$ cat src/rtl/axi_lite_pkg.sv
// axi_lite_pkg: AXI4-Lite response codes and master FSM state encoding
package axi_lite_pkg;
  localparam logic [1:0] RESP_OKAY   = 2'b00;
  localparam logic [1:0] RESP_EXOKAY = 2'b01;
  localparam logic [1:0] RESP_SLVERR = 2'b10;
  localparam logic [1:0] RESP_DECERR = 2'b11;
  typedef enum logic [2:0] {S_IDLE, S_WR, S_WR_B, S_RD_A, S_RD_R, S_RSP} state_e;
endpackage

$ cat src/rtl/axi_lite_master.sv
// axi_lite_master: single-outstanding AXI4-Lite initiator; every output is a flop.
// Define AXI_LITE_WSTRB_EN to add cmd_wstrb/WSTRB byte strobes.
module axi_lite_master
  import axi_lite_pkg::*;
#(
  parameter int ADDR_WIDTH = 32,
  parameter int DATA_WIDTH = 32
) (
  input  logic                  ACLK,
  input  logic                  ARESET,
  input  logic                  cmd_valid,
  output logic                  cmd_ready,
  input  logic                  cmd_write,
  input  logic [ADDR_WIDTH-1:0] cmd_addr,
  input  logic [DATA_WIDTH-1:0] cmd_wdata,
`ifdef AXI_LITE_WSTRB_EN
  input  logic [DATA_WIDTH/8-1:0] cmd_wstrb,
  output logic [DATA_WIDTH/8-1:0] WSTRB,
`endif
  output logic                  rsp_valid,
  input  logic                  rsp_ready,
  output logic                  rsp_write,
  output logic [DATA_WIDTH-1:0] rsp_rdata,
  output logic [1:0]            rsp_resp,
  output logic [ADDR_WIDTH-1:0] AWADDR,
  output logic                  AWVALID,
  input  logic                  AWREADY,
  output logic [DATA_WIDTH-1:0] WDATA,
  output logic                  WVALID,
  input  logic                  WREADY,
  input  logic [1:0]            BRESP,
  input  logic                  BVALID,
  output logic                  BREADY,
  output logic [ADDR_WIDTH-1:0] ARADDR,
  output logic                  ARVALID,
  input  logic                  ARREADY,
  input  logic [DATA_WIDTH-1:0] RDATA,
  input  logic [1:0]            RRESP,
  input  logic                  RVALID,
  output logic                  RREADY
);
  state_e                state_q, state_d;
  logic [ADDR_WIDTH-1:0] addr_q, addr_d;
  logic [DATA_WIDTH-1:0] wdata_q, wdata_d;
  logic [DATA_WIDTH-1:0] rdata_q, rdata_d;
  logic [1:0]            resp_q, resp_d;
  logic                  write_q, write_d;
  logic                  awvalid_q, awvalid_d;
  logic                  wvalid_q, wvalid_d;
  logic                  bready_q, bready_d;
  logic                  arvalid_q, arvalid_d;
  logic                  rready_q, rready_d;
  logic                  aw_done_q, aw_done_d;
  logic                  w_done_q, w_done_d;
  logic                  rsp_valid_q, rsp_valid_d;
`ifdef AXI_LITE_WSTRB_EN
  logic [DATA_WIDTH/8-1:0] strb_q, strb_d;
  assign WSTRB = strb_q;
`endif

  always_comb begin
    state_d     = state_q;
    addr_d      = addr_q;
    wdata_d     = wdata_q;
    rdata_d     = rdata_q;
    resp_d      = resp_q;
    write_d     = write_q;
    awvalid_d   = awvalid_q;
    wvalid_d    = wvalid_q;
    bready_d    = bready_q;
    arvalid_d   = arvalid_q;
    rready_d    = rready_q;
    aw_done_d   = aw_done_q;
    w_done_d    = w_done_q;
    rsp_valid_d = rsp_valid_q;
`ifdef AXI_LITE_WSTRB_EN
    strb_d      = strb_q;
`endif
    unique case (state_q)
      S_IDLE: if (cmd_valid) begin
        addr_d    = cmd_addr;
        wdata_d   = cmd_wdata;
        write_d   = cmd_write;
        rdata_d   = '0;
        resp_d    = RESP_OKAY;
        awvalid_d = cmd_write;
        wvalid_d  = cmd_write;
        arvalid_d = !cmd_write;
        aw_done_d = 1'b0;
        w_done_d  = 1'b0;
`ifdef AXI_LITE_WSTRB_EN
        strb_d    = cmd_wstrb;
`endif
        state_d   = cmd_write ? S_WR : S_RD_A;
      end
      // AW and W complete independently; B is only requested once both are done
      S_WR: begin
        if (awvalid_q && AWREADY) begin
          awvalid_d = 1'b0;
          aw_done_d = 1'b1;
        end
        if (wvalid_q && WREADY) begin
          wvalid_d = 1'b0;
          w_done_d = 1'b1;
        end
        if (aw_done_d && w_done_d) begin
          bready_d = 1'b1;
          state_d  = S_WR_B;
        end
      end
      S_WR_B: if (BVALID && bready_q) begin
        resp_d      = BRESP;
        bready_d    = 1'b0;
        rsp_valid_d = 1'b1;
        state_d     = S_RSP;
      end
      S_RD_A: if (arvalid_q && ARREADY) begin
        arvalid_d = 1'b0;
        rready_d  = 1'b1;
        state_d   = S_RD_R;
      end
      S_RD_R: if (RVALID && rready_q) begin
        rdata_d     = RDATA;
        resp_d      = RRESP;
        rready_d    = 1'b0;
        rsp_valid_d = 1'b1;
        state_d     = S_RSP;
      end
      S_RSP: if (rsp_ready) begin
        rsp_valid_d = 1'b0;
        state_d     = S_IDLE;
      end
      default: state_d = S_IDLE;
    endcase
  end

  always_ff @(posedge ACLK) begin
    if (ARESET) begin
      state_q     <= S_IDLE;
      addr_q      <= '0;
      wdata_q     <= '0;
      rdata_q     <= '0;
      resp_q      <= RESP_OKAY;
      write_q     <= 1'b0;
      awvalid_q   <= 1'b0;
      wvalid_q    <= 1'b0;
      bready_q    <= 1'b0;
      arvalid_q   <= 1'b0;
      rready_q    <= 1'b0;
      aw_done_q   <= 1'b0;
      w_done_q    <= 1'b0;
      rsp_valid_q <= 1'b0;
`ifdef AXI_LITE_WSTRB_EN
      strb_q      <= '0;
`endif
    end else begin
      state_q     <= state_d;
      addr_q      <= addr_d;
      wdata_q     <= wdata_d;
      rdata_q     <= rdata_d;
      resp_q      <= resp_d;
      write_q     <= write_d;
      awvalid_q   <= awvalid_d;
      wvalid_q    <= wvalid_d;
      bready_q    <= bready_d;
      arvalid_q   <= arvalid_d;
      rready_q    <= rready_d;
      aw_done_q   <= aw_done_d;
      w_done_q    <= w_done_d;
      rsp_valid_q <= rsp_valid_d;
`ifdef AXI_LITE_WSTRB_EN
      strb_q      <= strb_d;
`endif
    end
  end

  // one captured address serves both AW and AR since only one transaction is ever in flight
  assign cmd_ready = (state_q == S_IDLE);
  assign AWADDR    = addr_q;
  assign ARADDR    = addr_q;
  assign WDATA     = wdata_q;
  assign AWVALID   = awvalid_q;
  assign WVALID    = wvalid_q;
  assign BREADY    = bready_q;
  assign ARVALID   = arvalid_q;
  assign RREADY    = rready_q;
  assign rsp_valid = rsp_valid_q;
  assign rsp_write = write_q;
  assign rsp_rdata = rdata_q;
  assign rsp_resp  = resp_q;
endmodule

$ cat config.mk
export PLATFORM = sky130hd
export DESIGN_NAME = axi_lite_master
export DESIGN_NICKNAME = d
export VERILOG_FILES = /design/src/rtl/axi_lite_pkg.sv /design/src/rtl/axi_lite_master.sv
export SDC_FILE = /design/constraint.sdc
export NUM_CORES = 1
export LEC_CHECK = 0
export ABC_CLOCK_PERIOD_IN_PS = 1700
export BUFFER_PORTS_ARGS = -buffer_cell sky130_fd_sc_hd__buf_2
export CAP_MARGIN = 40
export CORE_ASPECT_RATIO = 1.25
export CORE_UTILIZATION = 37
export CTS_CLUSTER_SIZE = 8
export DETAILED_ROUTE_END_ITERATION = 12
export PLACE_DENSITY = 0.68
export SLEW_MARGIN = 25
export SYNTH_ARGS = -nofsm -noshare
export SYNTH_HDL_FRONTEND = slang
export SYNTH_SLANG_ARGS = --single-unit
$ cat constraint.sdc
create_clock -name ACLK -period 1.7 [get_ports ACLK]
set_input_delay 0.17 -clock ACLK [delete_from_list [all_inputs] [get_ports ACLK]]
set_output_delay 0.17 -clock ACLK [all_outputs]
set_load 0.005 [all_outputs]
==> run summary <==
The flow ran to the end, and the final reports show no timing, DRC or antenna violations. The number of clock buffers inserted by TritonCTS came out at 9. The highest net fanout along the worst path is 32. STA classifies the critical path startpoint as a flop. The root buffer cell chosen for the clock tree is sky130_fd_sc_hd__clkbuf_16.

The overflow left after global routing came out at 0. After detailed placement, the total cell area comes to 5600 µm². The initial core utilization is 0.382. The detailed-route vias per instance came out at 4.86. TritonCTS built the clock tree. The antenna diode count came out at 0.

The share of async-settable or async-resettable flops after synthesis came out at 0. The later pin in the worst-skew pair is clocked with a latency of approximately 340 ps. The initialized floorplan defines 44 standard-cell rows. The proportion of power drawn by flip-flops and latches came out at 0.389. For the finished layout, the period the worst path requires is approximately 1600 ps. Synthesis produced 553 cells.

Of the total power, the share spent switching nets is 0.352. The post-route cell area came out at 5950 µm². The post-synthesis register bit count is 110. The power share of the clock group is 0.253. The wire length reported by the detailed router is 12100 µm.

The worst-case reg-to-reg path depth is 8. The sequential element share of the synthesized area came out at 0.497. The clock-pin slew of the registers on the worst-case setup and hold paths is 80 ps. For this run, the share of the core covered by cells in the final layout is 0.512.

The worst hold path was traced through 3 stages. Setup violations remaining at the end of the flow were counted as 0. Leaving out fill and tap cells, the most frequent cell in the layout is sky130_fd_sc_hd__buf_2. In this run the worst hold path is classified as in -> reg.

The worst IR drop on VDD is 0.000602 V. The reported net switching power came out at around 3 mW. The final layout contains 868 nets. The critical path starts at state_q[1]. The die outline width is about 100 µm.

The proportion of power drawn by combinational gates came out at 0.358. The number of failing hold endpoints at the final stage is 0. Setup repair after global routing left no endpoint under its margin. The total number of clock tree sinks came out at 110. Yosys attributes the largest share of cell area to sky130_fd_sc_hd__dfxtp_1 (50%), sky130_fd_sc_hd__nand2_1 (14%), sky130_fd_sc_hd__a21oi_1 (13%). For this block, the initial DRC count from the detailed router was 221. The startpoint identified for the worst hold timing path is cmd_wdata[24].

The power per unit of standard cell area is 1430 nW/µm². The post-route fraction of the period consumed by the critical path came out at 0.940. The finished layout holds between 900 and 1000 standard cells, fillers aside. The synthesized design contains 0 enable-type register cells. The post-detailed-route wirelength per cell came out at 13.1 µm. The worst hold path terminates at WDATA[24]. The largest net degree at the start of global routing is 55. The setup slack on the worst flop-to-flop path is around 100 ps.

Detailed placement finished with a half-perimeter wire length of 8760 µm. The top-area cell type share of the netlist area is 0.497. The number of distinct library cell variants in the gate-level netlist after synthesis is 35.

The final estimated routing congestion in global placement is between 0.8 and 0.9. Including well taps, the total number of placed cells is just over 900. The synthesized area per cell came out at between 8 and 9 µm². The slew at the pin closest to its max-slew limit is 414 ps. The area enclosed by the die boundary is 12400 µm². The setup path with the least slack is of type reg -> reg. The critical path capture point type is a flop. The initial antenna violation count came out at 0. The tightest slew margin relative to the limit is 0.724. The DRC violations left came out at 0. The routed layout has 4484 vias. The layout overhead on the synthesized area came out at 34.2%.

The fraction of final layout cells with drive strength greater than 1 is 0.385. Data arrives at the worst endpoint at 1870 ps. The clock tree synthesis step divided the H-tree into 3 levels. The count of antenna-violating nets left after detailed routing is 0. The reported max-cap violation count is 0. The global-route wire length before repair came out at approximately 19000 µm.

After floorplanning, the core was sized to cover 11600 µm². The internal power of the cells totals 5.51 mW. The endpoint identified for the worst register-to-register timing path is rsp_rdata[28].

The number of global-route vias before repair was 4215. The Yosys warning count is 0. The count of pins on the block boundary is 248. The clock tree skew after final layout came out at 8.42 ps.

The y dimension of the die came out at 124 µm. The overall fraction of global-route tracks in use came out at 0.188. The number of max-slew violations in the final report is 0. Hold timing on the final database bottoms out at a slack of approximately 65 ps. The netlist area before placement is 4430 µm². Among all flip-flop cells after synthesis, the most frequent one is sky130_fd_sc_hd__dfxtp_1. The library cells used most frequently in the layout, excluding fill and tap cells, are sky130_fd_sc_hd__buf_2 (246), sky130_fd_sc_hd__nand2_1 (169), sky130_fd_sc_hd__a21oi_1 (111). The largest buffer count on any clock path came out at 2. The first detailed-routing pass ran for 5 iterations. The biggest area contributor in the post-synthesis netlist is sky130_fd_sc_hd__dfxtp_1. The worst register-to-register path begins at state_q[1]. The synthesized net count is between 600 and 700. At the worst endpoint, the required time is 1970 ps. The total leakage power came out at between 2 and 3 nW. Derived from the worst setup path, the maximum achievable clock frequency is 626 MHz. The number of port buffers came out at ~250.
-- per-stage QoR --
step	power [mW]	setup slack (ps)	setup TNS, ps
after floorplan	5.37	246	0
after global placement	6.24	86.3	0
after detailed placement	6.34	-17.6	-22.4
after CTS	8.51	0.692	0
after global routing	9.07	20.2	0
final	8.51	102	0
-- worst max path at each step --
stage               endpoint  slack (ps)  depth (start not counted)
4_1_cts        rsp_rdata[28]         0.7                          5
2_1_floorplan      ARADDR[0]         250                          7
5_1_grt        rsp_rdata[11]          20                          8
3_3_place_gp    rsp_rdata[9]          90                          4
6_report       rsp_rdata[28]         100                          8
3_5_place_dp   rsp_rdata[28]         -20                          4
-- area by class of cell --
type                       instances  area, µm²
clock buffer                      10        239
fill                            1146       5670
clock inverter                     5       67.6
tap                              161        201
sequential                       110       2210
inverter                           3       11.3
timing repair buffer             266       1450
multi-input combinational        368       1770
-- power groups by stage --
stage               combinational, mW  clock, mW  sequential, mW
floorplan                        2.06          0            3.31
global placement                 2.90          0            3.34
detailed placement               2.98          0            3.36
CTS                              2.98       2.22            3.31
global route                     3.39       2.32            3.37
finish                           3.04       2.15            3.31
-- sequential cells by signal, summed over array words and instances, names as in the netlist --
| signal | cells |
|---|---|
| ARADDR | 32 |
| WDATA | 32 |
| rsp_rdata | 32 |
| state_q | 3 |
| rsp_resp | 2 |
| ARVALID | 1 |
| AWVALID | 1 |
| BREADY | 1 |
| RREADY | 1 |
| WVALID | 1 |
| aw_done_q | 1 |
| rsp_valid | 1 |
| rsp_write | 1 |
| w_done_q | 1 |
-- repair_timing --
action / in CTS / in global routing
cloned: 0 / 1
hold buffers: 0 / 0
pin swaps: 0 / 0
gates resized for setup: 1 / 5
setup endpoints to repair: 6 / 55
setup buffers: 0 / 2
-- synth_stat cells (2+ instances only) --
cell type / count
sky130_fd_sc_hd__a21oi_1: 111
sky130_fd_sc_hd__a221oi_1: 2
sky130_fd_sc_hd__a31oi_1: 2
sky130_fd_sc_hd__a32oi_1: 2
sky130_fd_sc_hd__and3_1: 2
sky130_fd_sc_hd__buf_2: 13
sky130_fd_sc_hd__buf_4: 33
sky130_fd_sc_hd__buf_6: 8
sky130_fd_sc_hd__clkbuf_1: 19
sky130_fd_sc_hd__dfxtp_1: 110
sky130_fd_sc_hd__inv_1: 3
sky130_fd_sc_hd__nand2_1: 170
sky130_fd_sc_hd__nand3_1: 37
sky130_fd_sc_hd__nand3b_1: 4
sky130_fd_sc_hd__nand4_1: 3
sky130_fd_sc_hd__nor2_1: 9
sky130_fd_sc_hd__nor3_1: 3
sky130_fd_sc_hd__o21ai_0: 4
sky130_fd_sc_hd__o31ai_1: 2
-- layer usage --
metal / GRT usage / wire length [µm]
met4: 0.0597 / 119
met2: 0.343 / 6100
met1: 0.209 / 4960
met5: 0 / 0
met3: 0.0505 / 888
-- kinds of logic (layout without fill, tap and decap cells) --
family,Yosys count,count (layout),synth area share
flip-flops,110,110,0.497
multiplexers,1,1,0.00226
buffers and inverters,76,284,0.110
AO/OA/AOI/OAI,131,132,0.162
AND/OR/NAND/NOR,235,235,0.230
-- critical path: stages, from the launching register on --
cell and delay [ps]:
sky130_fd_sc_hd__dfxtp_2 410, sky130_fd_sc_hd__buf_4 170, sky130_fd_sc_hd__nor4b_4 50, sky130_fd_sc_hd__buf_4 160, sky130_fd_sc_hd__buf_4 130, sky130_fd_sc_hd__a31oi_2 180, sky130_fd_sc_hd__buf_12 210, sky130_fd_sc_hd__nand2_1 80
sky130_fd_sc_hd__a21oi_1 140
No activity file was read; power rests on OpenSTA's default activity.
